`config.mk`:
```
export PLATFORM = sky130hd
export DESIGN_NAME = bcd_disp_scan
export DESIGN_NICKNAME = d
export VERILOG_FILES = /design/src/rtl/bcd_pkg.sv /design/src/rtl/bcd_to_seg7.sv /design/src/rtl/bcd_disp_scan.sv
export SDC_FILE = /design/constraint.sdc
export NUM_CORES = 1
export LEC_CHECK = 0
export BUFFER_PORTS_ARGS = -buffer_cell sky130_fd_sc_hd__buf_2
export CAP_MARGIN = 25
export CORE_ASPECT_RATIO = 2
export CORE_UTILIZATION = 52
export CTS_BUF_LIST = sky130_fd_sc_hd__clkbuf_4
export CTS_CLUSTER_SIZE = 10
export DETAILED_ROUTE_END_ITERATION = 10
export GPL_TIMING_DRIVEN = 0
export PLACE_DENSITY = 0.84
export SYNTH_ARGS = -nofsm -noshare
export SYNTH_HDL_FRONTEND = slang
export SYNTH_SLANG_ARGS = --single-unit
```
`constraint.sdc`:
```
create_clock -name clk -period 1.8 [get_ports clk]
set_clock_uncertainty 0.1 [all_clocks]
set_input_delay 0.18 -clock clk [delete_from_list [all_inputs] [get_ports clk]]
set_output_delay 0.18 -clock clk [all_outputs]
set_load 0.02 [all_outputs]
```
`src/rtl/bcd_pkg.sv`:
```
// Shared 7-segment constants for the BCD display path.
// Segment order is {g,f,e,d,c,b,a}, active-low.
package bcd_pkg;

    localparam logic [6:0] SEG_BLANK = 7'h7F;   // all segments off
    localparam logic [6:0] SEG_ERR   = 7'h3F;   // segment g only, marks a non-BCD code

    localparam logic [6:0] SEG_DIGIT [0:9] = '{
        7'h40, 7'h79, 7'h24, 7'h30, 7'h19,
        7'h12, 7'h02, 7'h78, 7'h00, 7'h10
    };

endpackage

```
`src/rtl/bcd_to_seg7.sv`:
```
// Combinational BCD to common-anode 7-segment decoder with a blank override.
module bcd_to_seg7
    import bcd_pkg::*;
(
    input  logic [3:0] bcd,
    input  logic       blank,
    output logic [6:0] seg
);

    // blank wins over decode; codes 10-15 show the error glyph
    always_comb begin
        seg = SEG_ERR;
        if (blank) begin
            seg = SEG_BLANK;
        end else if (bcd <= 4'd9) begin
            seg = SEG_DIGIT[bcd];
        end
    end

endmodule

```
`src/rtl/bcd_disp_scan.sv`:
```
// Multiplexed common-anode 7-segment driver for NUM_DIGITS BCD digits.
// A shadow register decouples the display from the counter chain; a
// prescaler sets how long each digit is held. seg/an are registered.
// Optional: define LEAD_ZERO_BLANK_EN to blank leading zero digits.
module bcd_disp_scan
    import bcd_pkg::*;
#(
    parameter int NUM_DIGITS = 4,
    parameter int SCAN_DIV   = 1000
) (
    input  logic                    clk,
    input  logic                    clr,
    input  logic [4*NUM_DIGITS-1:0] digits_in,
    input  logic                    load,
    output logic [6:0]              seg,
    output logic [NUM_DIGITS-1:0]   an,
    output logic                    scan_tick
);

    localparam int IDX_W = (NUM_DIGITS > 1) ? $clog2(NUM_DIGITS) : 1;
    localparam int PW    = $clog2(SCAN_DIV);

    logic [PW-1:0]           presc_q, presc_d;
    logic [IDX_W-1:0]        idx_q, idx_d;
    logic [4*NUM_DIGITS-1:0] shadow_q, shadow_d;
    logic                    adv_q, adv_d;
    logic                    scan_tick_q, scan_tick_d;
    logic [6:0]              seg_q, seg_d;
    logic [NUM_DIGITS-1:0]   an_q, an_d;
    logic                    tick;
    logic [3:0]              cur_bcd;
    logic                    blank;

    assign tick = (presc_q == PW'(SCAN_DIV - 1));

    // prescaler, digit index and shadow capture; load and tick are independent
    always_comb begin
        presc_d  = tick ? '0 : presc_q + PW'(1);
        idx_d    = idx_q;
        if (tick) begin
            idx_d = (idx_q == IDX_W'(NUM_DIGITS - 1)) ? '0 : idx_q + IDX_W'(1);
        end
        shadow_d = load ? digits_in : shadow_q;
        // scan_tick lines up with the first cycle the new anode is driven,
        // which is one cycle after idx moves
        adv_d       = tick;
        scan_tick_d = adv_q;
    end

    // digit mux and anode select from the current index
    always_comb begin
        cur_bcd = shadow_q[3:0];
        an_d    = '1;
        for (int i = 0; i < NUM_DIGITS; i++) begin
            if (idx_q == IDX_W'(i)) begin
                cur_bcd = shadow_q[4*i +: 4];
                an_d[i] = 1'b0;
            end
        end
    end

    // leading-zero blanking: digit i>0 blanks when it and every higher digit is 0
    always_comb begin
        blank = 1'b0;
`ifdef LEAD_ZERO_BLANK_EN
        begin : lz
            logic lz_acc;
            lz_acc = 1'b1;
            for (int i = NUM_DIGITS - 1; i > 0; i--) begin
                lz_acc = lz_acc & (shadow_q[4*i +: 4] == 4'd0);
                if (idx_q == IDX_W'(i)) begin
                    blank = lz_acc;
                end
            end
        end
`endif
    end

    bcd_to_seg7 u_dec (
        .bcd   (cur_bcd),
        .blank (blank),
        .seg   (seg_d)
    );

    // state and output registers; clr blanks the display without a clock
    always_ff @(posedge clk or negedge clr) begin
        if (!clr) begin
            presc_q     <= '0;
            idx_q       <= '0;
            shadow_q    <= '0;
            adv_q       <= 1'b0;
            scan_tick_q <= 1'b0;
            seg_q       <= SEG_BLANK;
            an_q        <= '1;
        end else begin
            presc_q     <= presc_d;
            idx_q       <= idx_d;
            shadow_q    <= shadow_d;
            adv_q       <= adv_d;
            scan_tick_q <= scan_tick_d;
            seg_q       <= seg_d;
            an_q        <= an_d;
        end
    end

    assign seg       = seg_q;
    assign an        = an_q;
    assign scan_tick = scan_tick_q;

endmodule

```
# Word-level counts from Yosys, hierarchy flattened
# Memory sizes are Yosys's and may differ from the RTL's.
# Index checks and enable logic that the tools add are counted.
[totals] register_bits=41 romBits=112 input_bits=19 wordCells=30 n_memories=1
[memory_table] name="(name not given)" depth=16 word_bits=7 rd=1 rd_clocked_by_memory_dff=0 write_ports=0 line="bcd_to_seg7.sv:16" rtl="seg = SEG_DIGIT[bcd];"
[classes] add_sub_neg=2 n_lt_le_gt_ge=2 n_eq_ne=4 n_mux=12 n_bitwise=1 n_reduce_logical=1
[op_table] cell="$mux W7" n=3
[op_table] cell="$mux W4" n=3
[op_table] cell="$add A10 B1 Y10 const B" n=1
[op_table] cell="$eq A10 B10 Y1 const B" n=1
[op_table] cell="$mux W10" n=1
[op_table] cell="$ge A5 B5 Y1 const B" n=1
[op_table] cell="$not A4 Y5" n=1
[op_table] cell="$eq A2 B2 Y1 const B" n=2
[op_table] cell="$le A4 B4 Y1 const B" n=1
[op_table] cell="$mux W1" n=4
[op_table] cell="$add A2 B1 Y2 const B" n=1
[op_table] cell="$eq A2 B1 Y1 const B" n=1
[op_table] cell="$logic_not A2 Y1" n=1
[op_table] cell="$mux W2" n=1

# Logic depth before layout (Yosys ltp)
[depth] ltp_word=9 depth_mapped=8 depth_no_buf=6

# By module
# From an unflattened synthesis, not the netlist that was laid out.
[hier_totals] hier_cells=162 hier_area_um2=1964.4
[by_module_without_submodules] module="bcd_disp_scan" n_inst=1 cells_each=132 area_each_um2=1749.2
[by_module_without_submodules] module="bcd_to_seg7" n_inst=1 cells_each=30 area_each_um2=215.2

# Least setup slack after synthesis
# No wires, ideal clock.
[synth_path] path_kind="register to register" startpoint="reg idx_q[0]" endpoint="reg seg_q[6] (netlist: seg[6])" arrival_ns=1.751 required_ns=1.631 slack_ns=-0.120 stages_incl_launch_ff=8 cell_sequence="dfrtp_1 -> ha_1 -> buf_6 -> nor2b_1 -> a211o_1 -> buf_6 -> or3_4 -> a21oi_2"
[synth_between] elab_chain_cells=9 word_cells_on_any_way=12
[synth_rtl] element="start: declaration" line="bcd_disp_scan.sv:24" rtl="logic [IDX_W-1:0] idx_q, idx_d;"
[synth_rtl] element="start signal: assignment" line="bcd_disp_scan.sv:97" rtl="idx_q <= idx_d;"
[synth_rtl] element="$eq A2 B1 Y1" line="bcd_disp_scan.sv:55" rtl="if (idx_q == IDX_W'(i)) begin"
[synth_rtl] element="$mux W4 (2 in a row)" line="bcd_disp_scan.sv:55"
[synth_rtl] element="$mux W4 (*)" line="bcd_disp_scan.sv:55"
[synth_rtl] element="$not A4 Y5 (not written as such)" line="bcd_to_seg7.sv:16"
[synth_rtl] element="$mem_v2 Z16 W7"
[synth_rtl] element="$mux W7 (not written as such) (2 in a row)" line="bcd_to_seg7.sv:16"
[synth_rtl] element="$mux W7 (*)" line="bcd_to_seg7.sv:15" rtl="end else if (bcd <= 4'd9) begin"
[synth_rtl] element="net seg_d[6]" line="bcd_disp_scan.sv:28" rtl="logic [6:0] seg_q, seg_d;"
[synth_rtl] element="end signal: assignment" line="bcd_disp_scan.sv:101" rtl="seg_q <= seg_d;"
[synth_rtl] element="end: declaration" line="bcd_disp_scan.sv:28"
# Mark *: on every way through the listed nets, which the timed path passes. The rest lies on a longest branch. The select of a mux whose other input is x is not followed.
# A chain may end at the register's enable or synchronous reset.

# Final worst setup path
[layout_path] startpoint="reg idx_q[1]" endpoint="reg seg_q[6] (netlist: seg[6])"
# The elaborated chain is that of the path after synthesis.

==> results.sh <==
export IMPL_cts_tree="built"
export IMPL_synth_largest_area_cell="dfrtp_1"
export IMPL_final_core_util_pct=72.0
export IMPL_final_antenna_net_count=0
export IMPL_clk_pin_slew_worst_paths_ns=0.12
export IMPL_grt_usage_pct=23.2
export IMPL_clkSinkCount=41
export IMPL_period_share_pct=110
export IMPL_diodes=0
export IMPL_dp_hpwl_um=2690
export IMPL_synthCells=151
export IMPL_die_h_um=86.6
export IMPL_synth_edf_count=0
export IMPL_rsz0062_at_grt="yes"
export IMPL_die_area_um2=3830
export IMPL_power_switching_uw=457
export IMPL_drv_slew=0
export IMPL_r2r_start="idx_q[1]"
export IMPL_htreeDepth=2
export IMPL_min_path_type="in2reg"
export IMPL_timing_fmax_mhz=506
export IMPL_drive_gt1_share_pct=48.6
export IMPL_insertion_delay_ns=0.35
export IMPL_synth_seq_cells=41
export IMPL_synth_top_area_share_pct=40.4
export IMPL_vias=1415
export IMPL_pwr_share_clk_pct=26.7
export IMPL_drc=0
export IMPL_wirelength_um=4150
export IMPL_clockRootBuffer="clkbuf_4"
export IMPL_final_setup_tns_ns=-0.605
export IMPL_end_kind="flip-flop"
export IMPL_worstSetupStartpoint="idx_q[1]"
export IMPL_antenna_found_initial=0
export IMPL_p_sw_share_pct=25.4
export IMPL_internal_power_mw=1.34
export IMPL_viasPerCell=5.40
export IMPL_synthesis_area_um2=1860
export IMPL_ys_seq_area_share_pct=55.9
export IMPL_setup_ws_ns=-0.176
export IMPL_ctsLongestPathBuffers=2
export IMPL_synth_warnings=0
export IMPL_hold_worst_slack_ns=0.203
export IMPL_area_growth_syn_to_layout_pct=32.2
export IMPL_violations="negative setup slack"
export IMPL_finalNetCount=237
export IMPL_crit_path_start_kind="flip-flop"
export IMPL_finalCriticalPeriod_ns=1.98
export IMPL_seq_power_share_pct=57.2
export IMPL_ir_drop_mv=0.602
export IMPL_synthArstFlopShare_pct=100
export IMPL_cp_max_fo=5
export IMPL_globalRoute_totalOverflow=0
export IMPL_synth_ff_type="dfrtp_1"
export IMPL_syn_nets=175
export IMPL_post_place_ws_ns=-0.231
export IMPL_die_x_um=44.3
export IMPL_slew_headroom_pct=42.2
export IMPL_cts_buffers=5
export IMPL_cp_required_ns=2.00
export IMPL_status="finished with violations"
export IMPL_wl_per_cell_um=15.8
export IMPL_powerDensity_nw_per_um2=732
export IMPL_rows=30
export IMPL_criticalPathCategory="reg2reg"
export IMPL_ys_types=34
export IMPL_start_util_pct=54.4
export IMPL_numPortBuffers=29
export IMPL_grt_pass1_wl_um=6450
export IMPL_min_from="load"
export IMPL_hold_violations=0
export IMPL_syn_avg_cell_area_um2=12.3
export IMPL_gp_congestion=0.893
export IMPL_p_comb_share_pct=16.1
export IMPL_worstPathArrival_ns=2.17
export IMPL_drtIter0Drc=31
export IMPL_core_area_um2=3420
export IMPL_grt_start_max_net_pins=42
export IMPL_synth_area_top_cells="dfrtp_1 (40%), dfstp_2 (16%), mux2_2 (11%)"
export IMPL_power_leakage_nw=1.07
export IMPL_tightest_slew_ns=0.867
export IMPL_finalSetupViolCount=7
export IMPL_io_pin_count=31
export IMPL_grt_pass1_vias=1500
export IMPL_firstDrtPassIters=4
export IMPL_power_mw=1.80
export IMPL_cap_violations=0
## path summary, 6_finish.rpt
path,endpoint,slack (ns),depth (start not counted)
hold / removal,shadow_q[4],0.20,2
min in group asynchronous,shadow_q[8],0.38,2
setup / recovery,seg[6],-0.18,6
hold reg to reg,scan_tick,0.26,0
max in group asynchronous,idx_q[0],0.62,2
setup reg to reg,seg[6],-0.18,6
## area by class of cell
type,instances,area (um^2)
inverter,7,26.3
tap,48,60.1
clock buffer,8,60.1
sequential,41,1040
multi-input combinational,97,841
timing repair buffer,57,399
buffer,4,30.0
fill,225,957
## registers in the layout, summed over array words and instances, names as in the netlist
signal	count
shadow_q	16
presc_q	10
seg	7
an	4
idx_q	2
adv_q	1
scan_tick	1
## cell usage in the layout (no fill, tap or decap), drive strengths merged, types with 3 or more instances in the layout
| cell | Yosys | final |
|---|---|---|
| a211o | 4 | 4 |
| a211oi | 3 | 3 |
| a21oi | 6 | 6 |
| buf | 4 | 42 |
| clkbuf | 2 | 10 |
| dfrtp | 30 | 30 |
| dfstp | 11 | 11 |
| dlygate4sd3 | 0 | 17 |
| ha | 5 | 5 |
| inv | 7 | 7 |
| mux2 | 18 | 18 |
| mux2i | 4 | 4 |
| nand2 | 6 | 6 |
| nand3 | 4 | 4 |
| nand4 | 3 | 3 |
| nor2 | 12 | 12 |
| nor2b | 6 | 6 |
| nor3b | 4 | 4 |
| xnor2 | 4 | 4 |
| xor2 | 3 | 3 |
## power by group through the flow
stage	logic, mW	registers, mW	clock network (mW)
floorplan	0.116	1.07	0
global placement	0.219	1.04	0
detailed placement	0.231	1.04	0
CTS	0.272	1.03	0.492
global route	0.312	1.04	0.526
finish	0.289	1.03	0.481
## cells in the mapped netlist, drive strengths merged, types with 5 or more instances
cell type  instances
ha                 5
dfrtp             30
nand2              6
dfstp             11
inv                7
nor2              12
nor2b              6
mux2              18
a21oi              6
## per-layer routing
layer / global-route usage (%) / vias up / wire length, um
li1: - / 645 / -
met1: 21.2 / 701 / 1390
met2: 44.0 / 53 / 2430
met3: 4.38 / 16 / 144
met4: 13.5 / 0 / 177
met5: 0 / - / 0
## worst max-delay path, cell delays in order (launching register included)
cell,delay [ns]
dfrtp_2,0.45
inv_2,0.07
ha_4,0.20
mux2i_2,0.18
a211o_2,0.40
or3_4,0.41
a21oi_2,0.12
## metrics by stage
stage	cell area [um^2]	std cells
2_1_floorplan	1870	151
3_3_place_gp	2070	228
3_5_place_dp	2070	228
4_1_cts	2360	257
5_1_grt	2460	262
6_report	2460	262
## timing repair
| action | CTS | global route |
|---|---|---|
| resized for setup | 9 | 16 |
| setup buffers | 5 | 5 |
| hold buffers | 17 | 0 |
| gates cloned | 0 | 1 |
| pin swaps | 6 | 9 |
| endpoints found under the hold margin | 46 | 0 |
| setup endpoints to repair | 9 | 9 |
## cells by family (layout without fill, tap and decap cells)
kind of cell	after synthesis	in the layout	synth area share (%)
mux	22	22	13.1
buf+inv	13	76	3.90
fa+ha+maj	5	5	3.36
simple gates	45	45	13.4
compound gates	18	18	7.07
flops	41	41	55.9
xor+xnor	7	7	3.30
(Power assumes the default switching activity.)
